--- src/rtl/arbitro_temporizador.sv ---
// -----------------------------------------------------------------------------
// arbitro_temporizador
//   Two-requester round-robin arbiter that lends one shared 1-second timer
//   (Timer_1Segundo) to the winner for a requested number of seconds.
//   The owner holds gnt while its interval runs. fin pulses for one clock when
//   the interval completes.
//
// Ports
//   clk          system clock, rising edge
//   reset        asynchronous, active-high
//   req0/req1    level requests, held until fin or withdrawn
//   seg0/seg1    seconds requested, sampled only at grant time
//   termino      one-clock pulse per elapsed second from the shared timer
//   timer_reset  high clears and holds the shared timer
//   gnt0/gnt1    owner of the shared timer (mutually exclusive)
//   fin0/fin1    one-clock completion pulse
//   ocupado      arbiter not idle
//   restante     seconds still to elapse for the current owner (0 when idle)
// -----------------------------------------------------------------------------
module arbitro_temporizador #(
  parameter int ANCHO = 6
) (
  input  logic             clk,
  input  logic             reset,
  input  logic             req0,
  input  logic [ANCHO-1:0] seg0,
  input  logic             req1,
  input  logic [ANCHO-1:0] seg1,
  input  logic             termino,
  output logic             timer_reset,
  output logic             gnt0,
  output logic             gnt1,
  output logic             fin0,
  output logic             fin1,
  output logic             ocupado,
  output logic [ANCHO-1:0] restante
);

  typedef enum logic [1:0] {LIBRE, CARGA, CONTANDO, FIN} estado_t;

  estado_t          state_q, state_d;
  logic             owner_q, owner_d;
  logic             ultimo_q, ultimo_d;
  logic [ANCHO-1:0] cnt_q, cnt_d;
  logic             timer_reset_q, timer_reset_d;
  logic             gnt0_q, gnt0_d;
  logic             gnt1_q, gnt1_d;
  logic             fin0_q, fin0_d;
  logic             fin1_q, fin1_d;
  logic             ocupado_q, ocupado_d;
  logic [ANCHO-1:0] restante_q, restante_d;

  logic             ganador;
  logic [ANCHO-1:0] seg_ganador;
  logic             owner_req;
  logic             activo_d;

  always_comb begin
    // Round-robin: on contention the requester that was not served last wins.
    if (req0 && req1) ganador = ~ultimo_q;
    else              ganador = req1;
    seg_ganador = ganador ? seg1 : seg0;
    owner_req   = owner_q ? req1 : req0;

    state_d  = state_q;
    owner_d  = owner_q;
    ultimo_d = ultimo_q;
    cnt_d    = cnt_q;

    case (state_q)
      LIBRE: begin
        if (req0 || req1) begin
          owner_d = ganador;
          cnt_d   = seg_ganador;
          if (seg_ganador == '0) begin
            // Zero-length interval completes immediately.
            state_d  = FIN;
            ultimo_d = ganador;
          end else begin
            state_d = CARGA;
          end
        end
      end
      CARGA: begin
        if (!owner_req) begin
          state_d  = LIBRE;
          ultimo_d = owner_q;
          cnt_d    = '0;
        end else begin
          state_d = CONTANDO;
        end
      end
      CONTANDO: begin
        // Withdrawal takes priority over a coincident termino.
        if (!owner_req) begin
          state_d  = LIBRE;
          ultimo_d = owner_q;
          cnt_d    = '0;
        end else if (termino) begin
          if (cnt_q <= ANCHO'(1)) begin
            state_d  = FIN;
            ultimo_d = owner_q;
            cnt_d    = '0;
          end else begin
            cnt_d = cnt_q - ANCHO'(1);
          end
        end
      end
      FIN: begin
        state_d = LIBRE;
        cnt_d   = '0;
      end
      default: begin
        state_d = LIBRE;
        cnt_d   = '0;
      end
    endcase

    // Outputs are registered: they are decoded from the next state so they
    // line up with the state register.
    activo_d      = (state_d == CARGA) || (state_d == CONTANDO);
    timer_reset_d = (state_d != CONTANDO);
    ocupado_d     = (state_d != LIBRE);
    gnt0_d        = activo_d && !owner_d;
    gnt1_d        = activo_d && owner_d;
    fin0_d        = (state_d == FIN) && !owner_d;
    fin1_d        = (state_d == FIN) && owner_d;
    restante_d    = activo_d ? cnt_d : '0;
  end

  always_ff @(posedge clk or posedge reset) begin
    if (reset) begin
      state_q       <= LIBRE;
      owner_q       <= 1'b0;
      ultimo_q      <= 1'b1;
      cnt_q         <= '0;
      timer_reset_q <= 1'b1;
      gnt0_q        <= 1'b0;
      gnt1_q        <= 1'b0;
      fin0_q        <= 1'b0;
      fin1_q        <= 1'b0;
      ocupado_q     <= 1'b0;
      restante_q    <= '0;
    end else begin
      state_q       <= state_d;
      owner_q       <= owner_d;
      ultimo_q      <= ultimo_d;
      cnt_q         <= cnt_d;
      timer_reset_q <= timer_reset_d;
      gnt0_q        <= gnt0_d;
      gnt1_q        <= gnt1_d;
      fin0_q        <= fin0_d;
      fin1_q        <= fin1_d;
      ocupado_q     <= ocupado_d;
      restante_q    <= restante_d;
    end
  end

  assign timer_reset = timer_reset_q;
  assign gnt0        = gnt0_q;
  assign gnt1        = gnt1_q;
  assign fin0        = fin0_q;
  assign fin1        = fin1_q;
  assign ocupado     = ocupado_q;
  assign restante    = restante_q;

endmodule

--- config.mk ---
export PLATFORM = sky130hd
export DESIGN_NAME = arbitro_temporizador
export DESIGN_NICKNAME = d
export VERILOG_FILES = /design/src/rtl/arbitro_temporizador.sv
export SDC_FILE = /design/constraint.sdc
export NUM_CORES = 1
export LEC_CHECK = 0
export BUFFER_PORTS_ARGS = -buffer_cell sky130_fd_sc_hd__buf_2
export CAP_MARGIN = 0
export CORE_MARGIN = 3
export CORE_UTILIZATION = 35
export CTS_CLUSTER_SIZE = 40
export DETAILED_ROUTE_END_ITERATION = 6
export GPL_TIMING_DRIVEN = 0
export MAX_ROUTING_LAYER = met4
export PLACE_DENSITY_LB_ADDON = 0.15
export SLEW_MARGIN = 40
export SYNTH_ARGS = -nofsm -noshare
export SYNTH_HDL_FRONTEND = slang
export SYNTH_SLANG_ARGS = --single-unit
--- constraint.sdc ---
create_clock -name clk -period 2.4 [get_ports clk]
set_clock_uncertainty 0.15 [all_clocks]
set_input_delay 0.36 -clock clk [delete_from_list [all_inputs] [get_ports clk]]
set_output_delay 0.36 -clock clk [all_outputs]
set_load 0.02 [all_outputs]
==> summary.txt, run 1 <==
status - finished, final reports clean
Antenna Nets Post-Route - 0
Initial Utilization - 0.371
# diodes - 0
DIE AREA - 0.00476 sq mm
peak per-stage delay on the critical path - 0.45 ns
all-layer global routing usage - 0.165
power density cells - 1290 mW/mm^2
Final Wtd Congestion - 0.892
final instance area - 0.00173 sq mm
Root Driver - clkbuf_8
Worst IR Drop VDD - 687 uV
commonest non-fill, non-tap cell in the layout - buf_2
I/O Pins - 29
f_max - 0.448 GHz
setup tns final - 0 ns
CTS tree - done
count of non-filler cells in the finished layout - 231
Worst setup EP type - register
largest net degree at the start of global routing - 23
critical path depth - 5
Worst-Skew Late Latency - 0.27 ns
Fin Hold WS - 0.312 ns
HP Class - input port to register
vias in the first global route - 1230
first drt pass iteration count - 4
Final WS setup - 0.166 ns
worst path bufs/invs - 0
number of DRC markers in iteration 0 - 54
share of cells above drive strength 1 - 0.333
Seq cells post-synth - 22
Syn Nets - 175
Tmin final - 2.23 ns
critical path class - register to register
Worst EP arrival - 2.25 ns
worst-path cell chain - or3b_4, nor4_1, mux2_2, a221o_1, and2_1
Mapped Area - 0.00139 sq mm
initial antenna violation count - 0
hold depth - 3
Vias - 1230
Mapped Cells - 149
CP required - 2.42 ns
Tightest Pin Transition - 0.459 ns
Reg2Reg Depth - 5
global-route wire length before repair - 5.53 mm
RSZ-0062 raised after global routing - no
NumNets Final - 210
CORE AREA - 0.00374 sq mm
Setup crit start kind - register
CP top delay family - simple AND/OR/NAND/NOR gates
CTS Buffer Depth - 2
die height - 69.0 um
clock net sink count - 22
max-slew violation count - 0
port buffer count - 28
worst slack at placement - -0.330 ns
hpwl dp - 2.53 mm
Mean Syn Cell Area - 9.31 sq um
Setup violations, final - 0
clk slew on worst S/H paths - 0.09 ns
Yosys cell types - 42
commonest cells after routing, fill and taps aside - buf_2 (30), dfrtp_1 (18), inv_1 (14)
clock buffers created by TritonCTS - 3
max cap viols - 0
Final Hold Vio Count - 0
Routed WL per cell - 14.5 um
Vias/cell - 5.32
Worst path slowest cell - dfrtp_2
Post-route DRC - 0
Die Span X - 69.0 um
site row count - 22
Seq/Total Area, Yosys - 0.399
relative slew slack - 0.693
Inst Count DP - 225
CP Max Fanout - 6
cell area after placement - 0.00159 sq mm
leakage power - 0.806 nW
Yosys warning total - 0
DRT Wirelength - 3.35 mm
H-tree levels - 1
grt total ovfl - 0
Final Cycle Share - 0.931
area growth from synthesis to layout - 24.7%
-- metal layers --
metal  up-vias  GRT usage  share of wire
li1        601          -              -
met1       596      0.187           0.42
met2        27      0.282           0.52
met3         6     0.0389          0.042
met4         0     0.0657          0.017
met5         -          -              0
-- power breakdown --
part	internal, mW	total (mW)	switching [mW]
clock network	0.119	0.240	0.122
logic	0.544	1.35	0.805
registers	0.540	0.649	0.109
total	1.20	2.24	1.04
-- layout make-up --
| type | instances | area (sq um) |
|---|---|---|
| Fill cell | 390 | 2010 |
| Multi-Input combinational cell | 107 | 831 |
| Sequential cell | 22 | 556 |
| Timing Repair Buffer | 31 | 165 |
| Inverter | 17 | 63.8 |
| Tap cell | 48 | 60.1 |
| Clock buffer | 4 | 45.0 |
| Buffer | 2 | 10.0 |
-- final timing paths --
| kind | from | end | slack (ns) |
|---|---|---|---|
| setup / recovery | cnt_q[3]$_DFF_PP0_ | restante[5]$_DFF_PP0_ | 0.17 |
| hold / removal | termino | cnt_q[0]$_DFF_PP0_ | 0.31 |
| hold reg to reg | cnt_q[0]$_DFF_PP0_ | cnt_q[0]$_DFF_PP0_ | 0.42 |
| min in group asynchronous | reset | restante[0]$_DFF_PP0_ | 0.49 |
| setup reg to reg | cnt_q[3]$_DFF_PP0_ | restante[5]$_DFF_PP0_ | 0.17 |
| max in group asynchronous | reset | ultimo_q$_DFFE_PP1P_ | 1.25 |
-- what timing repair did --
action / in CTS / in global routing
pin swaps: 2 / 2
hold buffers: 1 / 0
cloned: 0 / 0
setup buffers: 0 / 2
hold endpoints to repair: 20 / 0
endpoints found under the setup margin: 10 / 10
gates resized for setup: 5 / 16
-- cells in the mapped netlist --
master / number / area share
dfrtp_1: 20 / 0.36
inv_1: 17 / 0.046
nand2_1: 12 / 0.032
nor2_1: 12 / 0.032
o21ai_0: 10 / 0.036
ha_1: 9 / 0.081
and2_1: 6 / 0.027
a211oi_1: 5 / 0.027
a21oi_1: 5 / 0.018
nor3_1: 5 / 0.018
o21a_1: 5 / 0.027
a32oi_1: 4 / 0.025
mux2_2: 3 / 0.024
clkbuf_1: 2 / 0.0054
dfstp_2: 2 / 0.038
mux2i_1: 2 / 0.014
nand2b_1: 2 / 0.0090
nor2b_1: 2 / 0.0090
o211a_1: 2 / 0.014
o31ai_1: 2 / 0.011
a21boi_2: 1 / 0.0081
a21oi_2: 1 / 0.0063
a221o_1: 1 / 0.0072
a22oi_1: 1 / 0.0054
buf_2: 1 / 0.0036
mux2_4: 1 / 0.011
nand3_1: 1 / 0.0036
nor4_1: 1 / 0.0045
nor4b_1: 1 / 0.0063
o2111ai_1: 1 / 0.0063
o211ai_1: 1 / 0.0054
o21ai_2: 1 / 0.0063
o22ai_1: 1 / 0.0045
o2bb2ai_1: 1 / 0.0063
o311ai_4: 1 / 0.019
o31a_1: 1 / 0.0063
o41ai_1: 1 / 0.0063
or2_0: 1 / 0.0045
or2_2: 1 / 0.0045
or3_1: 1 / 0.0045
or3b_4: 1 / 0.0081
or4_1: 1 / 0.0054
-- tightest hold or removal path: cells and delay by family --
| family | cells | cell delay, ns |
|---|---|---|
| compound gates | 1 | 0.11 |
| buf+inv | 2 | 0.22 |
-- through the flow --
stage                util  total power [mW]
floorplan               -              1.54
global placement    0.424              1.86
detailed placement  0.424              1.87
CTS                 0.442              2.14
global route        0.462              2.47
finish              0.462              2.24
-- logic make-up (layout without fill, tap and decap cells) --
logic type / Yosys count / after routing / synth area share
AO/OA/AOI/OAI: 45 / 45 / 0.246
buffers and inverters: 20 / 54 / 0.0550
flip-flops: 22 / 22 / 0.399
adder cells (fa/ha/maj): 9 / 9 / 0.0812
multiplexers: 6 / 6 / 0.0496
AND/OR/NAND/NOR: 47 / 47 / 0.170
Note: power is estimated with default switching activity, not from simulation.
==> run 2: changes to the inputs <==
==> constraint.sdc (replaced) <==
create_clock -name clk -period 2.6 [get_ports clk]
set_clock_uncertainty 0.15 [all_clocks]
set_input_delay 0.39 -clock clk [delete_from_list [all_inputs] [get_ports clk]]
set_output_delay 0.39 -clock clk [all_outputs]
set_load 0.02 [all_outputs]
==> summary.txt, run 2 (synthesized netlist as in run 1, its figures left out) <==
status - finished, final reports clean
hpwl dp - 2.53 mm (unchanged)
Setup crit start - ultimo_q$_DFFE_PP1P_
R2R Path Start - ultimo_q$_DFFE_PP1P_
relative slew slack - 0.695 (+0.00130)
global-route wire length before repair - 5.41 mm (-2.1%)
Setup violations, final - 0 (unchanged)
CTS Buffer Depth - 2 (unchanged)
power share of the clock group - 0.112 (+0.005)
Reg2Reg Depth - 7 (+2)
DRT Wirelength - 3.27 mm (-2.4%)
commonest non-fill, non-tap cell in the layout - buf_2
RSZ-0062 raised after global routing - no
initial antenna violation count - 0 (unchanged)
f_max - 0.429 GHz (-4.3%)
Internal - 1.06 mW (-12%)
Vias - 1218 (-0.98%)
leakage power - 0.789 nW (-2.2%)
Logic pwr share - 0.587 (-0.016)
switching part of the total - 0.464 (+0.00128)
clk slew on worst S/H paths - 0.08 ns (about the same)
Worst EP arrival - 2.37 ns (+0.12 ns)
CORE AREA - 0.00374 sq mm (unchanged)
Worst setup EP type - register
die height - 69.0 um (unchanged)
Post-route DRC - 0 (unchanged)
Die Span X - 69.0 um (unchanged)
HP Class - input port to register
CTS tree - done
Initial Utilization - 0.371 (unchanged)
Routed WL per cell - 14.3 um (-1.5%)
Vias/cell - 5.32 (-0.11%)
clock net sink count - 22 (unchanged)
reg-to-reg critical path endpoint - restante[1]$_DFF_PP0_
Setup crit start kind - register
port buffer count - 28 (unchanged)
Antenna Nets Post-Route - 0 (unchanged)
Reg power frac - 0.301 (+0.011)
Final Cycle Share - 0.898 (-0.0331)
grt total ovfl - 0 (unchanged)
NumNets Final - 208 (-0.95%)
CP required - 2.63 ns (+0.21 ns)
commonest cells after routing, fill and taps aside - buf_2 (29), dfrtp_1 (20), inv_1 (15)
DIE AREA - 0.00476 sq mm (unchanged)
Final Wtd Congestion - 0.892 (unchanged)
number of DRC markers in iteration 0 - 70 (+30%)
H-tree levels - 1 (unchanged)
Fin Hold WS - 0.349 ns (+0.0377 ns)
all-layer global routing usage - 0.162 (-0.00384)
largest net degree at the start of global routing - 23 (unchanged)
site row count - 22 (unchanged)
Layout Utilization - 0.444 (-0.0180)
Tmin final - 2.33 ns (+0.100 ns)
CP Max Fanout - 9 (+3)
# diodes - 0 (unchanged)
Worst IR Drop VDD - 625 uV (-9.1%)
power density cells - 1190 mW/mm^2 (-8.3%)
I/O Pins - 29 (unchanged)
area growth from synthesis to layout - 19.8%
FF-to-FF setup slack - 0.27 ns (+0.10 ns)
NetSw - 0.915 mW (-12%)
Post-CTS Setup Bufs - 0 (unchanged)
hold_sp - termino
max cap viols - 0 (unchanged)
clock buffers created by TritonCTS - 3 (unchanged)
first drt pass iteration count - 4 (unchanged)
vias in the first global route - 1197 (-2.7%)
crit path capture - restante[1]$_DFF_PP0_
Root Driver - clkbuf_8
share of cells above drive strength 1 - 0.282 (-0.0516)
max-slew violation count - 0 (unchanged)
Worst-Skew Late Latency - 0.27 ns (about the same)
Final Hold Vio Count - 0 (unchanged)
critical path class - register to register
Tightest Pin Transition - 0.457 ns (-0.00194 ns)
==> run 2: changes by cell type in the layout (fill, tap and decap cells not counted), sizes merged <==
cell	before	now
clkbuf	4	5
buf	32	29
==> run 2: worst min path at each step <==
stage | cells past startpoint | slack [ns] | end
5_1_grt | 3 | 0.36 | cnt_q[0]$_DFF_PP0_
3_5_place_dp | 2 | 0.28 | restante[5]$_DFF_PP0_
4_1_cts | 3 | 0.33 | cnt_q[0]$_DFF_PP0_
6_report | 3 | 0.35 | cnt_q[0]$_DFF_PP0_
2_1_floorplan | 1 | 0.23 | cnt_q[0]$_DFF_PP0_
3_3_place_gp | 2 | 0.44 | restante[0]$_DFF_PP0_
==> run 2: metrics by stage <==
stage	instances	setup WS, ns	setup TNS [ns]	instance area (sq um)	power, mW
3_5_place_dp	225	-0.130	-0.384	1590	1.73
6_report	229	0.266	0	1660	1.97
3_3_place_gp	225	-0.131	-0.356	1590	1.72
5_1_grt	229	0.0483	0	1660	2.18
4_1_cts	230	0.00289	0	1640	1.96
2_1_floorplan	149	0.325	0	1390	1.42
==> run 2: critical path, stage by stage (launching register included) <==
cell and delay, ns:
dfstp_2 0.57, a21boi_2 0.13, or3_1 0.42, a21oi_4 0.21, o21ai_0 0.12, ha_1 0.37, inv_2 0.10, a211oi_1 0.18
==> run 2: area by class of cell <==
class / count / area, sq um
timing repair buffer: 29 / 150
sequential: 22 / 553
multi-input combinational: 107 / 781
buffer: 2 / 10.0
tap: 48 / 60.1
inverter: 17 / 63.8
fill: 399 / 2080
clock buffer: 4 / 45.0
==> run 2: what timing repair did <==
item / 4_1_cts / 5_1_grt
pin swaps: 0 / 1
setup endpoints to repair: 4 / 8
resized for setup: 1 / 6
hold buffers: 1 / 0
hold endpoints to repair: 20 / 0
==> run 2: layer usage <==
layer | vias up | wire (um) | GRT usage
met1 | 597 | 1390 | 0.189
met4 | 0 | 36 | 0.0511
met2 | 23 | 1700 | 0.281
li1 | 594 | - | -
met3 | 4 | 145 | 0.0292
met5 | - | 0 | -
==> run 2: power groups by stage <==
stage	clock network (mW)	logic (mW)	registers, mW
floorplan	0	0.762	0.661
global placement	0	1.12	0.601
detailed placement	0	1.12	0.600
CTS	0.229	1.14	0.595
global route	0.242	1.32	0.615
finish	0.221	1.16	0.595
